==> src/rtl/imem_loader_if.sv <==
// Load-side and instruction-memory-side signals of imem_loader.
//   slave  : the loader (consumes the byte stream, drives memory/core control)
//   master : the environment (boot source, memory, core)
// Signals: start/in_valid/in_data/in_ready form the byte stream handshake;
// imem_we/imem_addr/imem_wdata form the memory write port; core_rst, done,
// error and words_loaded report load status.
interface imem_loader_if #(
    parameter int ADDR_W = 8
);
    logic              start;
    logic              in_valid;
    logic [7:0]        in_data;
    logic              in_ready;
    logic              imem_we;
    logic [ADDR_W-1:0] imem_addr;
    logic [31:0]       imem_wdata;
    logic              core_rst;
    logic              done;
    logic              error;
    logic [15:0]       words_loaded;

    modport slave (
        input  start, in_valid, in_data,
        output in_ready, imem_we, imem_addr, imem_wdata,
               core_rst, done, error, words_loaded
    );

    modport master (
        output start, in_valid, in_data,
        input  in_ready, imem_we, imem_addr, imem_wdata,
               core_rst, done, error, words_loaded
    );
endinterface

==> src/rtl/imem_loader.sv <==
// Boot-time instruction memory loader.
// Accepts a byte stream: 16-bit word count N (MSB first), 4*N instruction
// bytes (big-endian words), one XOR checksum byte over all preceding bytes.
// Words are written to addresses 0..N-1; the core is held in reset until the
// image is fully loaded and the checksum matches.
// Ports:
//   clk  - rising-edge clock
//   rst  - asynchronous active-low reset
//   ld   - imem_loader_if.slave (stream in, memory write port, status out)
module imem_loader #(
    parameter int ADDR_W = 8
) (
    input  logic         clk,
    input  logic         rst,
    imem_loader_if.slave ld
);
    localparam int unsigned DEPTH = 1 << ADDR_W;

    typedef enum logic [2:0] {
        S_IDLE, S_LEN_HI, S_LEN_LO, S_DATA, S_CHK, S_DONE, S_ERR
    } state_t;

    state_t            state_q, state_d;
    logic [15:0]       len_q, len_d;
    logic [7:0]        chk_q, chk_d;
    logic [23:0]       word_q, word_d;     // first three bytes of current word
    logic [1:0]        bcnt_q, bcnt_d;
    logic [15:0]       acc_q, acc_d;       // words accepted from the stream
    logic [15:0]       wl_q, wl_d;         // words actually written
    logic              we_q, we_d;
    logic [ADDR_W-1:0] addr_q, addr_d;
    logic [31:0]       wdata_q, wdata_d;
    logic              core_rst_q, core_rst_d;
    logic              done_q, done_d;
    logic              err_q, err_d;

    logic        in_ready;
    logic        take;
    logic [15:0] n_len;

    assign in_ready = (state_q == S_LEN_HI) || (state_q == S_LEN_LO) ||
                      (state_q == S_DATA)   || (state_q == S_CHK);
    assign take     = ld.in_valid && in_ready;
    assign n_len    = {len_q[15:8], ld.in_data};

    always_comb begin
        state_d = state_q;
        len_d   = len_q;
        chk_d   = chk_q;
        word_d  = word_q;
        bcnt_d  = bcnt_q;
        acc_d   = acc_q;
        wl_d    = we_q ? wl_q + 16'd1 : wl_q;
        we_d    = 1'b0;
        addr_d  = addr_q;
        wdata_d = wdata_q;

        case (state_q)
            S_IDLE, S_DONE, S_ERR: begin
                if (ld.start) begin
                    state_d = S_LEN_HI;
                    chk_d   = '0;
                    wl_d    = '0;
                    acc_d   = '0;
                    bcnt_d  = '0;
                end
            end
            S_LEN_HI: begin
                if (take) begin
                    len_d[15:8] = ld.in_data;
                    chk_d       = chk_q ^ ld.in_data;
                    state_d     = S_LEN_LO;
                end
            end
            S_LEN_LO: begin
                if (take) begin
                    len_d = n_len;
                    chk_d = chk_q ^ ld.in_data;
                    if (32'(n_len) > DEPTH)  state_d = S_ERR;
                    else if (n_len == 16'd0) state_d = S_CHK;
                    else                     state_d = S_DATA;
                end
            end
            S_DATA: begin
                if (take) begin
                    chk_d  = chk_q ^ ld.in_data;
                    word_d = {word_q[15:0], ld.in_data};
                    bcnt_d = bcnt_q + 2'd1;
                    if (bcnt_q == 2'd3) begin
                        // Write issues next cycle; the accepted-word count
                        // equals words_loaded at that point.
                        we_d    = 1'b1;
                        addr_d  = acc_q[ADDR_W-1:0];
                        wdata_d = {word_q, ld.in_data};
                        acc_d   = acc_q + 16'd1;
                        if (acc_q + 16'd1 == len_q) state_d = S_CHK;
                    end
                end
            end
            S_CHK: begin
                if (take) state_d = (ld.in_data == chk_q) ? S_DONE : S_ERR;
            end
            default: state_d = S_IDLE;
        endcase
    end

    // Status flags follow the next state; core reset releases only once the
    // loader has already sat in DONE for a cycle and is not restarting.
    assign done_d     = (state_d == S_DONE);
    assign err_d      = (state_d == S_ERR);
    assign core_rst_d = !((state_q == S_DONE) && (state_d == S_DONE));

    always_ff @(posedge clk or negedge rst) begin
        if (!rst) begin
            state_q    <= S_IDLE;
            len_q      <= '0;
            chk_q      <= '0;
            word_q     <= '0;
            bcnt_q     <= '0;
            acc_q      <= '0;
            wl_q       <= '0;
            we_q       <= 1'b0;
            addr_q     <= '0;
            wdata_q    <= '0;
            core_rst_q <= 1'b1;
            done_q     <= 1'b0;
            err_q      <= 1'b0;
        end else begin
            state_q    <= state_d;
            len_q      <= len_d;
            chk_q      <= chk_d;
            word_q     <= word_d;
            bcnt_q     <= bcnt_d;
            acc_q      <= acc_d;
            wl_q       <= wl_d;
            we_q       <= we_d;
            addr_q     <= addr_d;
            wdata_q    <= wdata_d;
            core_rst_q <= core_rst_d;
            done_q     <= done_d;
            err_q      <= err_d;
        end
    end

    assign ld.in_ready     = in_ready;
    assign ld.imem_we      = we_q;
    assign ld.imem_addr    = addr_q;
    assign ld.imem_wdata   = wdata_q;
    assign ld.core_rst     = core_rst_q;
    assign ld.done         = done_q;
    assign ld.error        = err_q;
    assign ld.words_loaded = wl_q;
endmodule

==> src/flat_wrapper.sv <==
// flat-port wrapper written by rule: the top's interface ports become plain ports
module imem_loader_flat 
#(
    parameter int ADDR_W = 8
)
  (clk, rst, ld_start, ld_in_valid, ld_in_data, ld_in_ready, ld_imem_we, ld_imem_addr, ld_imem_wdata, ld_core_rst, ld_done, ld_error, ld_words_loaded);
  imem_loader_if #(.ADDR_W(ADDR_W)) ld_i ();
  input  logic clk;
  input  logic rst;
  input wire logic [$bits(ld_i.start)-1:0] ld_start;
  input wire logic [$bits(ld_i.in_valid)-1:0] ld_in_valid;
  input wire logic [$bits(ld_i.in_data)-1:0] ld_in_data;
  output wire logic [$bits(ld_i.in_ready)-1:0] ld_in_ready;
  output wire logic [$bits(ld_i.imem_we)-1:0] ld_imem_we;
  output wire logic [$bits(ld_i.imem_addr)-1:0] ld_imem_addr;
  output wire logic [$bits(ld_i.imem_wdata)-1:0] ld_imem_wdata;
  output wire logic [$bits(ld_i.core_rst)-1:0] ld_core_rst;
  output wire logic [$bits(ld_i.done)-1:0] ld_done;
  output wire logic [$bits(ld_i.error)-1:0] ld_error;
  output wire logic [$bits(ld_i.words_loaded)-1:0] ld_words_loaded;
  assign ld_i.start = ld_start;
  assign ld_i.in_valid = ld_in_valid;
  assign ld_i.in_data = ld_in_data;
  assign ld_in_ready = ld_i.in_ready;
  assign ld_imem_we = ld_i.imem_we;
  assign ld_imem_addr = ld_i.imem_addr;
  assign ld_imem_wdata = ld_i.imem_wdata;
  assign ld_core_rst = ld_i.core_rst;
  assign ld_done = ld_i.done;
  assign ld_error = ld_i.error;
  assign ld_words_loaded = ld_i.words_loaded;
  imem_loader #(.ADDR_W(ADDR_W)) u_core (.clk(clk), .rst(rst), .ld(ld_i));
endmodule
==> config.mk <==
export PLATFORM = sky130hd
export DESIGN_NAME = imem_loader_flat
export DESIGN_NICKNAME = d
export VERILOG_FILES = /design/src/rtl/imem_loader_if.sv /design/src/rtl/imem_loader.sv /design/src/flat_wrapper.sv
export SDC_FILE = /design/constraint.sdc
export NUM_CORES = 1
export LEC_CHECK = 0
export ABC_CLOCK_PERIOD_IN_PS = 3100
export BUFFER_PORTS_ARGS = -buffer_cell sky130_fd_sc_hd__buf_2
export CAP_MARGIN = 20
export CORE_UTILIZATION = 63
export CTS_CLUSTER_DIAMETER = 40
export DETAILED_ROUTE_END_ITERATION = 10
export PLACE_DENSITY_LB_ADDON = 0.25
export SLEW_MARGIN = 20
export SYNTH_ARGS = -nofsm -noshare
export SYNTH_HDL_FRONTEND = slang
export SYNTH_SLANG_ARGS = --single-unit
==> constraint.sdc <==
create_clock -name clk -period 3.1 [get_ports clk]
set_input_delay 0.31 -clock clk [delete_from_list [all_inputs] [get_ports clk]]
set_output_delay 0.31 -clock clk [all_outputs]
set_load 0.01 [all_outputs]
==> results.py <==
metrics = {
    "outcome": {
        "status": "complete, no violations",
    },
    "place": {
        "place_inst": 833,
        "pre_cts_slack_ns": 0.703,
        "io_buffers": 72,
        "place_hpwl_um": 8960,
        "gp_congestion": 0.887,
        "placed_area_sq_um": 6530,
    },
    "critical_path": {
        "crit_path_max_fanout": 8,
        "reg2reg_to": "u_core.state_q[1]",
        "critPathKind": "flip-flop to flip-flop",
        "critPathArrivalTime_ns": 2.87,
        "critPathLaunchType": "flip-flop",
        "r2r_start": "u_core.acc_q[0]",
        "cp.required_ns": 3.48,
        "reg2reg_depth": 8,
        "crit_path_end_kind": "flip-flop",
        "rrSetupSlack_ns": 0.61,
    },
    "grt": {
        "grt_max_degree": 61,
        "grt_pass1_vias": 4824,
        "grt_most_used_layer": "met2",
        "grt_use_total_pct": 30.1,
        "grt_use_met2_pct": 47.7,
        "overflow": 0,
        "grt_first_pass_wirelength_um": 23400,
        "grtUsageMet3_pct": 6.62,
        "antenna_found_initial": 0,
        "met1_usage_pct": 41.2,
    },
    "drt": {
        "routed_wl_um": 14000,
        "dr.pass1.iters": 6,
        "drtAntennaViolNets": 0,
        "drcViolationCount": 0,
        "vias_per_cell": 5.72,
        "drt_iter0_markers": 272,
        "vias": 4950,
        "routedWlPerCell_um": 16.1,
    },
    "final_layout": {
        "utilization_pct": 76.0,
        "instances_no_fill": 866,
        "final_nets": 739,
        "area_growth_pct": 16.3,
        "stdcell_area_sq_um": 7090,
        "fillerInstances": 656,
        "drive_gt1_share_pct": 20.2,
        "antenna_cells": 0,
    },
    "floorplanning": {
        "die_h_um": 100,
        "core.rowCount": 35,
        "design.core.area_sq_um": 9330,
        "dieArea_sq_um": 10100,
        "die_x_um": 100,
        "num_io_pins": 73,
        "start_util_pct": 65.4,
    },
    "synth": {
        "synth_edf_count": 0,
        "ys_warn_count": 0,
        "seq_area_frac_synth_pct": 52.9,
        "synth_area_sq_um": 6100,
        "synth_nets": 677,
        "synthCells": 662,
        "avgSynthCellArea_sq_um": 9.22,
        "ys_seq_elements": 129,
        "ys_types": 50,
        "ys.flop_type": "dfrtp_1",
        "async_flop_share_pct": 100,
    },
    "clocking": {
        "cts_resized": 0,
        "clk_latency_ns": 0.51,
        "cts_tree": "done",
        "path_clk_slew_ns": 0.06,
        "cts-root-buf": "clkbuf_8",
        "cts_max_level": 4,
        "cts_buffers": 17,
        "cts_buffer_depth": 2,
        "clkSinkCount": 129,
    },
    "min_path": {
        "min_path_type": "input port to flip-flop",
        "hold_end": "u_core.word_q[0]",
        "hold_start": "ld_in_data[0]",
        "hold-path-cell-count": 3,
    },
    "job": {
        "maxCapViolCount": 0,
    },
    "sta": {
        "tightest_slew_ns": 1.02,
        "slew_headroom_pct": 31.6,
        "hold_viol_final": 0,
        "min_period_ns": 2.49,
        "setup_viol": 0,
        "fin_tns_setup_ns": 0,
        "slew_viol_final": 0,
        "fin_worst_skew_ns": 0.00707,
        "rsz0062_at_grt": "no",
        "fin_ws_ns": 0.613,
        "clock.fmax_mhz": 402,
        "whs_ns": 0.107,
        "period_share_pct": 80.2,
    },
    "power": {
        "leakagePower_nw": 3.66,
        "ir_worst_vdd_mv": 0.517,
        "powerDensity_nw_per_um2": 802,
        "power_mw": 5.69,
    },
}
[cell families (layout without fill, tap and decap cells)]
group / count (synthesis) / count (layout) / synth area share, %
muxes: 22 / 22 / 3.96
AOI/OAI and AO/OA: 70 / 70 / 6.73
adders and majority gates: 3 / 3 / 0.615
xor gates and xnor gates: 48 / 48 / 6.89
DFF: 129 / 129 / 52.9
and+or+nand+nor: 349 / 349 / 25.9
buffers and inverters: 41 / 116 / 2.99
[critical path: stages (launching register included)]
cell and delay (ns):
dfrtp_1 0.52, ha_1 0.38, nand3_4 0.21, nor3_4 0.26, xnor2_1 0.12, nor4_1 0.28, nand4_1 0.19, o21ai_0 0.31
nand2_1 0.09
[worst max-delay path by stage]
stage | startpoint | endpoint | slack, ns | depth (start not counted)
2_1_floorplan | u_core.acc_q[0] | u_core.ld.done | 1.04 | 8
3_3_place_gp | u_core.acc_q[0] | u_core.ld.done | 0.86 | 8
3_5_place_dp | u_core.acc_q[0] | u_core.state_q[1] | 0.70 | 8
4_1_cts | u_core.acc_q[0] | u_core.state_q[1] | 0.63 | 8
5_1_grt | u_core.acc_q[0] | u_core.state_q[1] | 0.41 | 8
6_report | u_core.acc_q[0] | u_core.state_q[1] | 0.61 | 8
[layer usage]
| layer | routed length [um] | vias to the layer above |
|---|---|---|
| met5 | 0 | - |
| met4 | 224 | 0 |
| met3 | 728 | 24 |
| met2 | 6990 | 176 |
| met1 | 6020 | 2444 |
| li1 | - | 2306 |
[layout by cell type (no fill, tap or decap), drive strengths merged, types with 6 or more instances in the layout]
cell and instances:
o21ai 49, and3 8, nor4 7, nor2 42
nand2 243, clkbuf 19, dfrtp 128, buf 79
a21oi 6, mux2 17, clkinv 7, nor3 8
xor2 21, xnor2 27, nand3 11, nand4 13
[registers in the layout, indices dropped and copies added (netlist names)]
register                count
u_core.ld.done              1
u_core.len_q               16
u_core.word_q              24
u_core.ld.imem_we           1
u_core.ld.core_rst          1
u_core.ld.imem_wdata       32
u_core.bcnt_q               2
u_core.chk_q                8
u_core.ld.error             1
u_core.ld.imem_addr         8
u_core.ld.words_loaded     16
u_core.state_q              3
u_core.acc_q               16
[what timing repair did]
action | 4_1_cts | 5_1_grt
endpoints found under the hold margin | 58 | 0
setup buffers | 0 | 0
hold buffers | 1 | 0
[synth_stat cells (all sizes together) (5+ instances only)]
master / count / share of area (%)
a21oi: 6 / 0.49
and3: 8 / 0.84
buf: 14 / 1.3
clkbuf: 23 / 1.4
dfrtp: 128 / 53
mux2: 17 / 3.1
mux2i: 5 / 0.82
nand2: 243 / 15
nand3: 11 / 1.3
nand4: 13 / 1.8
nor2: 42 / 2.6
nor3: 8 / 0.92
nor4: 7 / 1.3
o21ai: 49 / 4.0
xnor2: 27 / 3.9
xor2: 21 / 3.0
[final cells by class]
cell class,count,area (sq um),area share [%]
clock buffer,19,442,6.23
timing repair buffer,80,438,6.17
multi-input combinational,492,2690,38.0
tap,129,161,2.28
inverter,4,15.0,0.212
clock inverter,13,114,1.61
sequential,129,3230,45.5
[where the power goes]
part,internal [mW],switching [mW],leakage [nW],total (mW)
clock,1.10,0.733,0.262,1.83
sequential,2.09,0.388,1.72,2.48
combinational,0.592,0.786,1.68,1.38
Power figures use the tool's default switching activity.
